==> src/rtl/weight_mem_arbiter_if.sv <==
// Bundle between the inference/learning requesters, the arbiter and the
// single-port weight memory.
interface weight_mem_arbiter_if #(
    parameter int unsigned AW = 4,
    parameter int unsigned DW = 8
);
    logic          inf_req;
    logic [AW-1:0] inf_addr;
    logic          inf_gnt;
    logic          inf_rvalid;
    logic [DW-1:0] inf_rdata;
    logic          lrn_en;
    logic          lrn_req;
    logic [AW-1:0] lrn_addr;
    logic [DW-1:0] lrn_delta;
    logic          lrn_gnt;
    logic          lrn_done;
    logic          lrn_sat;
    logic          busy;
    logic [AW-1:0] mem_addr;
    logic          mem_we;
    logic [DW-1:0] mem_wdata;
    logic [DW-1:0] mem_rdata;

    modport slave (
        input  inf_req, inf_addr, lrn_en, lrn_req, lrn_addr, lrn_delta, mem_rdata,
        output inf_gnt, inf_rvalid, inf_rdata, lrn_gnt, lrn_done, lrn_sat, busy,
               mem_addr, mem_we, mem_wdata
    );

    modport master (
        output inf_req, inf_addr, lrn_en, lrn_req, lrn_addr, lrn_delta, mem_rdata,
        input  inf_gnt, inf_rvalid, inf_rdata, lrn_gnt, lrn_done, lrn_sat, busy,
               mem_addr, mem_we, mem_wdata
    );
endinterface

==> src/rtl/weight_mem_arbiter.sv <==
// Shares the single-port weight memory between inference reads (priority)
// and atomic saturating read-modify-write learning updates.
module weight_mem_arbiter #(
    parameter int unsigned AW           = 4,
    parameter int unsigned DW           = 8,
    parameter int unsigned WMIN         = 0,
    parameter int unsigned WMAX         = 255,
    parameter int unsigned STARVE_LIMIT = 4
) (
    input logic                 clk,
    input logic                 rst_n,
    weight_mem_arbiter_if.slave bus
);
    localparam int unsigned SW = DW + 2;
    localparam int unsigned CW = 4;
    localparam logic [CW-1:0]        CNT_MAX = '1;
    localparam logic signed [SW-1:0] W_LO    = SW'(WMIN);
    localparam logic signed [SW-1:0] W_HI    = SW'(WMAX);

    typedef enum logic [1:0] {
        IDLE   = 2'd0,
        LRN_RD = 2'd1,
        LRN_WR = 2'd2
    } state_e;

    state_e               state_q, state_d;
    logic [CW-1:0]        starve_q, starve_d;
    logic                 rvalid_q;
    logic [AW-1:0]        addr_q;
    logic [DW-1:0]        delta_q;
    logic [DW-1:0]        new_w_q, new_w_d;
    logic                 sat_q, sat_d;
    logic signed [SW-1:0] sum_c;

    logic          learn_wins_c;
    logic          inf_gnt_c;
    logic          lrn_gnt_c;
    logic          lrn_done_c;
    logic          lrn_sat_c;
    logic          busy_c;
    logic [AW-1:0] mem_addr_c;
    logic          mem_we_c;
    logic [DW-1:0] mem_wdata_c;

    assign learn_wins_c = bus.lrn_en & bus.lrn_req &
                          (~bus.inf_req | (starve_q >= CW'(STARVE_LIMIT)));

    // State register
    always_ff @(posedge clk) begin
        if (!rst_n) state_q <= IDLE;
        else        state_q <= state_d;
    end

    // Next-state logic
    always_comb begin
        state_d = state_q;
        case (state_q)
            IDLE:    if (learn_wins_c) state_d = LRN_RD;
            LRN_RD:  state_d = LRN_WR;
            LRN_WR:  state_d = IDLE;
            default: state_d = IDLE;
        endcase
    end

    // Output logic; everything is forced low while reset is held
    always_comb begin
        inf_gnt_c   = 1'b0;
        lrn_gnt_c   = 1'b0;
        lrn_done_c  = 1'b0;
        lrn_sat_c   = 1'b0;
        busy_c      = 1'b0;
        mem_addr_c  = '0;
        mem_we_c    = 1'b0;
        mem_wdata_c = '0;
        case (state_q)
            IDLE: begin
                if (learn_wins_c) begin
                    lrn_gnt_c  = 1'b1;
                    mem_addr_c = bus.lrn_addr;
                end else if (bus.inf_req) begin
                    inf_gnt_c  = 1'b1;
                    mem_addr_c = bus.inf_addr;
                end
            end
            LRN_RD: begin
                busy_c     = 1'b1;
                mem_addr_c = addr_q;
            end
            LRN_WR: begin
                busy_c      = 1'b1;
                mem_addr_c  = addr_q;
                mem_we_c    = 1'b1;
                mem_wdata_c = new_w_q;
                lrn_done_c  = 1'b1;
                lrn_sat_c   = sat_q;
            end
            default: ;
        endcase
        if (!rst_n) begin
            inf_gnt_c   = 1'b0;
            lrn_gnt_c   = 1'b0;
            lrn_done_c  = 1'b0;
            lrn_sat_c   = 1'b0;
            busy_c      = 1'b0;
            mem_addr_c  = '0;
            mem_we_c    = 1'b0;
            mem_wdata_c = '0;
        end
    end

    // Saturating update: unsigned old weight plus signed delta, two guard bits
    always_comb begin
        sum_c   = $signed({2'b00, bus.mem_rdata}) + $signed({{2{delta_q[DW-1]}}, delta_q});
        new_w_d = sum_c[DW-1:0];
        sat_d   = 1'b0;
        if (sum_c < W_LO) begin
            new_w_d = DW'(WMIN);
            sat_d   = 1'b1;
        end else if (sum_c > W_HI) begin
            new_w_d = DW'(WMAX);
            sat_d   = 1'b1;
        end
    end

    // Anti-starvation count of lost arbitrations while learning waits
    always_comb begin
        starve_d = starve_q;
        if (!bus.lrn_en || !bus.lrn_req || lrn_gnt_c) starve_d = '0;
        else if (inf_gnt_c && starve_q != CNT_MAX)   starve_d = starve_q + CW'(1);
    end

    always_ff @(posedge clk) begin
        if (!rst_n) begin
            starve_q <= '0;
            rvalid_q <= 1'b0;
            addr_q   <= '0;
            delta_q  <= '0;
            new_w_q  <= '0;
            sat_q    <= 1'b0;
        end else begin
            starve_q <= starve_d;
            rvalid_q <= inf_gnt_c;
            if (lrn_gnt_c) begin
                addr_q  <= bus.lrn_addr;
                delta_q <= bus.lrn_delta;
            end
            if (state_q == LRN_RD) begin
                new_w_q <= new_w_d;
                sat_q   <= sat_d;
            end
        end
    end

    assign bus.inf_gnt    = inf_gnt_c;
    assign bus.inf_rvalid = rvalid_q & rst_n;
    assign bus.inf_rdata  = rst_n ? bus.mem_rdata : '0;
    assign bus.lrn_gnt    = lrn_gnt_c;
    assign bus.lrn_done   = lrn_done_c;
    assign bus.lrn_sat    = lrn_sat_c;
    assign bus.busy       = busy_c;
    assign bus.mem_addr   = mem_addr_c;
    assign bus.mem_we     = mem_we_c;
    assign bus.mem_wdata  = mem_wdata_c;

endmodule
==> src/flat_wrapper.sv <==
// flat-port wrapper written by rule: the top's interface ports become plain ports
module weight_mem_arbiter_flat 
#(
    parameter int unsigned AW           = 4,
    parameter int unsigned DW           = 8,
    parameter int unsigned WMIN         = 0,
    parameter int unsigned WMAX         = 255,
    parameter int unsigned STARVE_LIMIT = 4
)
  (clk, rst_n, bus_inf_req, bus_inf_addr, bus_lrn_en, bus_lrn_req, bus_lrn_addr, bus_lrn_delta, bus_mem_rdata, bus_inf_gnt, bus_inf_rvalid, bus_inf_rdata, bus_lrn_gnt, bus_lrn_done, bus_lrn_sat, bus_busy, bus_mem_addr, bus_mem_we, bus_mem_wdata);
  weight_mem_arbiter_if #(.AW(AW), .DW(DW)) bus_i ();
  input logic clk;
  input logic rst_n;
  input wire logic [$bits(bus_i.inf_req)-1:0] bus_inf_req;
  input wire logic [$bits(bus_i.inf_addr)-1:0] bus_inf_addr;
  input wire logic [$bits(bus_i.lrn_en)-1:0] bus_lrn_en;
  input wire logic [$bits(bus_i.lrn_req)-1:0] bus_lrn_req;
  input wire logic [$bits(bus_i.lrn_addr)-1:0] bus_lrn_addr;
  input wire logic [$bits(bus_i.lrn_delta)-1:0] bus_lrn_delta;
  input wire logic [$bits(bus_i.mem_rdata)-1:0] bus_mem_rdata;
  output wire logic [$bits(bus_i.inf_gnt)-1:0] bus_inf_gnt;
  output wire logic [$bits(bus_i.inf_rvalid)-1:0] bus_inf_rvalid;
  output wire logic [$bits(bus_i.inf_rdata)-1:0] bus_inf_rdata;
  output wire logic [$bits(bus_i.lrn_gnt)-1:0] bus_lrn_gnt;
  output wire logic [$bits(bus_i.lrn_done)-1:0] bus_lrn_done;
  output wire logic [$bits(bus_i.lrn_sat)-1:0] bus_lrn_sat;
  output wire logic [$bits(bus_i.busy)-1:0] bus_busy;
  output wire logic [$bits(bus_i.mem_addr)-1:0] bus_mem_addr;
  output wire logic [$bits(bus_i.mem_we)-1:0] bus_mem_we;
  output wire logic [$bits(bus_i.mem_wdata)-1:0] bus_mem_wdata;
  assign bus_i.inf_req = bus_inf_req;
  assign bus_i.inf_addr = bus_inf_addr;
  assign bus_i.lrn_en = bus_lrn_en;
  assign bus_i.lrn_req = bus_lrn_req;
  assign bus_i.lrn_addr = bus_lrn_addr;
  assign bus_i.lrn_delta = bus_lrn_delta;
  assign bus_i.mem_rdata = bus_mem_rdata;
  assign bus_inf_gnt = bus_i.inf_gnt;
  assign bus_inf_rvalid = bus_i.inf_rvalid;
  assign bus_inf_rdata = bus_i.inf_rdata;
  assign bus_lrn_gnt = bus_i.lrn_gnt;
  assign bus_lrn_done = bus_i.lrn_done;
  assign bus_lrn_sat = bus_i.lrn_sat;
  assign bus_busy = bus_i.busy;
  assign bus_mem_addr = bus_i.mem_addr;
  assign bus_mem_we = bus_i.mem_we;
  assign bus_mem_wdata = bus_i.mem_wdata;
  weight_mem_arbiter #(.AW(AW), .DW(DW), .WMIN(WMIN), .WMAX(WMAX), .STARVE_LIMIT(STARVE_LIMIT)) u_core (.clk(clk), .rst_n(rst_n), .bus(bus_i));
endmodule
==> config.mk <==
export PLATFORM = sky130hd
export DESIGN_NAME = weight_mem_arbiter_flat
export DESIGN_NICKNAME = d
export VERILOG_FILES = /design/src/rtl/weight_mem_arbiter_if.sv /design/src/rtl/weight_mem_arbiter.sv /design/src/flat_wrapper.sv
export SDC_FILE = /design/constraint.sdc
export NUM_CORES = 1
export LEC_CHECK = 0
export CORE_MARGIN = 3
export CORE_UTILIZATION = 29
export DETAILED_ROUTE_END_ITERATION = 8
export SYNTH_ARGS = -nofsm -noshare
export SYNTH_HDL_FRONTEND = slang
export SYNTH_SLANG_ARGS = --single-unit
==> constraint.sdc <==
create_clock -name clk -period 2.5 [get_ports clk]
set_input_delay 0.625 -clock clk [delete_from_list [all_inputs] [get_ports clk]]
set_output_delay 0.625 -clock clk [all_outputs]
set_load 0.01 [all_outputs]
==> results.cfg <==
[clock_tree]
cts_hold_buf = 0
clk_path_buf_depth = 2
cts_root_buf = clkbuf_8
path_clk_slew_ps = 100
insertion_delay_ps = 280
clock_sinks = 28
cts_tree = built
ctsHtreeMaxLevel = 1
cts_buffers = 3

[critical_path]
start_kind = input pin
worstSetupPathType = input pin to flop
timing.rr.end = u_core.new_w_q[6]
cp.required_ps = 2700
cp-startpoint = bus_mem_rdata[4]
timing.rr.start = u_core.delta_q[0]
worstSetupEndpointType = flop
cp.arrival_ps = 2610
endpoint = u_core.new_w_q[6]
critPathMaxFanout = 6
worst_r2r_path_depth = 9
r2r_slack_ps = 420

[grt]
grt.overflow.total = 0
grt_max_degree = 16
gr-usage-all-layers_pct = 13.67
antenna_found_initial = 0
grt_pass1_wl_mm = 8.314
grt_pass1_vias = 1824

[synth]
synth-seq-cells = 28
synth_area_per_cell_um2 = 8.873
synth.top_cells.by_area = dfxtp_1, ha_1, nor2b_1
seq_area_frac_synth_pct = 30.37
syn-num-nets = 253
async_flop_share_pct = 0
synthFlopType = dfxtp_1
synth_top_area_share_pct = 30.37
synth_cells = 208
synth_area_um2 = 1846
synth_warnings = 0
synth_edf_count = 0
yosysTopAreaCell = dfxtp_1
post_synth_num_cell_types = 44

[route]
wl_mm = 5.014
drt_iter0_drc = 66
ant_nets = 0
wire_per_inst_um = 13.09
vias_per_cell = 4.822
drcViolationCount = 0
first_pass_iters = 4
via_count = 1847

[floorplanning]
die-height_um = 85.78
initial_core_util_pct = 30.63
core_region_area_um2 = 6026
rows = 28
die_area_um2 = 7357
io-pin-count = 56
die_x_um = 85.78

[hold_path]
hold_class = flop to flop
hp-start = u_core.sat_q

[power_and_ir_drop]
power_leakage_nw = 1.392
internal-power_mw = 0.7668
vdd_drop_max_mv = 0.2221
p_sw_share_pct = 27.62
p_clk_share_pct = 27.6
power.switching_mw = 0.2926
p_comb_share_pct = 28.2
finalPower_mw = 1.059
pwr_density_cell_nw_per_um2 = 359.4
seqPwrFrac_pct = 44.2

[finish]
drive_gt1_share_pct = 27.27
multiInputGateArea_um2 = 1325
fin_cells = 383
antenna_cells = 0
finalNetCount = 354
fin_util_pct = 48.92
seqCellArea_um2 = 561.8
fillers = 621
design_area_um2 = 2948
syn2layout_area_growth_pct = 59.73

[place]
dp_slack_ps = -742.4
dp_cells = 375
place_area_um2 = 2785
gp_congestion = 0.8274
dp_hpwl_mm = 3.924
port_buffers = 55

[sta]
slew_headroom_pct = 74.50
tns_ps = 0
finalWorstSetupSlack_ps = 89.14
skew_ps = 1.115
setup-violations-final = 0
slew_viol_final = 0
fmax_mhz = 414.8
rsz0062_at_grt = true
holdWs_ps = 487.0
hold_viol = 0
worst_slew_pin_slew_ps = 381.3
finalCriticalPeriod_ps = 2411
fin_crit_sh_pct = 96.43

[outcome]
outcome = completed

[flow_run]
maxCapViolations = 0
[cell usage after synthesis, drive strengths merged, types with 2 or more instances]
cell	n
ha	15
nor2	21
dfxtp	28
a22o	8
buf	3
a221oi	3
nor3	2
a31oi	3
and4	3
o21bai	2
o211ai	2
nand2	7
a21oi	13
and2	10
a222oi	4
o31ai	7
clkbuf	4
a21o	2
inv	11
mux2i	6
nand3	6
nor2b	14
and3	13
xor2	2
xnor2	3
a211oi	2
o21ai	3
[repair_timing]
item                                    4_1_cts  5_1_grt
gates resized for setup                      63       16
endpoints found under the setup margin       36       14
buffers inserted                              3        1
pin swaps                                    10       11
[kinds of logic (layout without fill, tap and decap cells)]
group	Yosys count	in the layout	share of synthesized area (%)
and+or+nand+nor	79	79	23.73
AOI/OAI and AO/OA	55	55	24.27
DFF	28	28	30.37
buffers and inverters	18	118	4.135
adders and majority gates	16	16	11.25
muxes	7	7	3.864
xor gates and xnor gates	5	5	2.373
[layout make-up]
cell class,count,share of cell area [%]
multi-input combinational,162,44.95
timing repair buffer,103,29.54
sequential,28,19.06
tap,75,3.183
clock buffer,4,1.868
inverter,11,1.401
[worst min path at each step]
stage | end | slack [ps] | cells past startpoint
floorplan | u_core.delta_q[0] | 450 | 1
global placement | u_core.delta_q[3] | 460 | 1
detailed placement | u_core.delta_q[5] | 470 | 1
CTS | u_core.sat_q | 480 | 2
global route | u_core.new_w_q[7] | 520 | 2
finish | u_core.sat_q | 490 | 2
[power by group through the flow]
| stage | combinational [mW] | clock (mW) | sequential, mW |
|---|---|---|---|
| 3_3_place_gp | 0.283 | 0 | 0.478 |
| 2_1_floorplan | 0.137 | 0 | 0.476 |
| 6_report | 0.299 | 0.292 | 0.468 |
| 3_5_place_dp | 0.286 | 0 | 0.478 |
| 5_1_grt | 0.328 | 0.319 | 0.470 |
| 4_1_cts | 0.287 | 0.301 | 0.468 |
[placed cells by master, fill, tap and decap left out, drive strengths merged, types with 8 or more instances in the layout]
cell type       n
clkdlybuf4s50  21
nor2b          14
and2           10
nor2           21
inv            11
dfxtp          28
and3           13
a22o            8
ha             15
dlygate4sd2    26
a21oi          13
buf            54
[metal layers]
metal | GRT usage, % | vias to the layer above | wire length, um
li1 | - | 963 | -
met1 | 20.01 | 838 | 2514
met2 | 20.69 | 41 | 2217
met3 | 2.402 | 5 | 235
met4 | 3.453 | 0 | 47
met5 | 0 | - | 0
[state kept, by name (all words and copies together), names as in the netlist]
register and flops:
u_core.delta_q 8, u_core.new_w_q 8, u_core.addr_q 4, u_core.starve_q 4, u_core.state_q 2, u_core.rvalid_q 1
u_core.sat_q 1
[worst max-delay path: stages]
cell	delay (ps)
clkdlybuf4s50_1	530
ha_4	230
a21o_1	200
a221oi_4	330
and3_4	240
mux2i_1	60
buf_4	170
a221oi_2	220
Power figures use the tool's default switching activity.
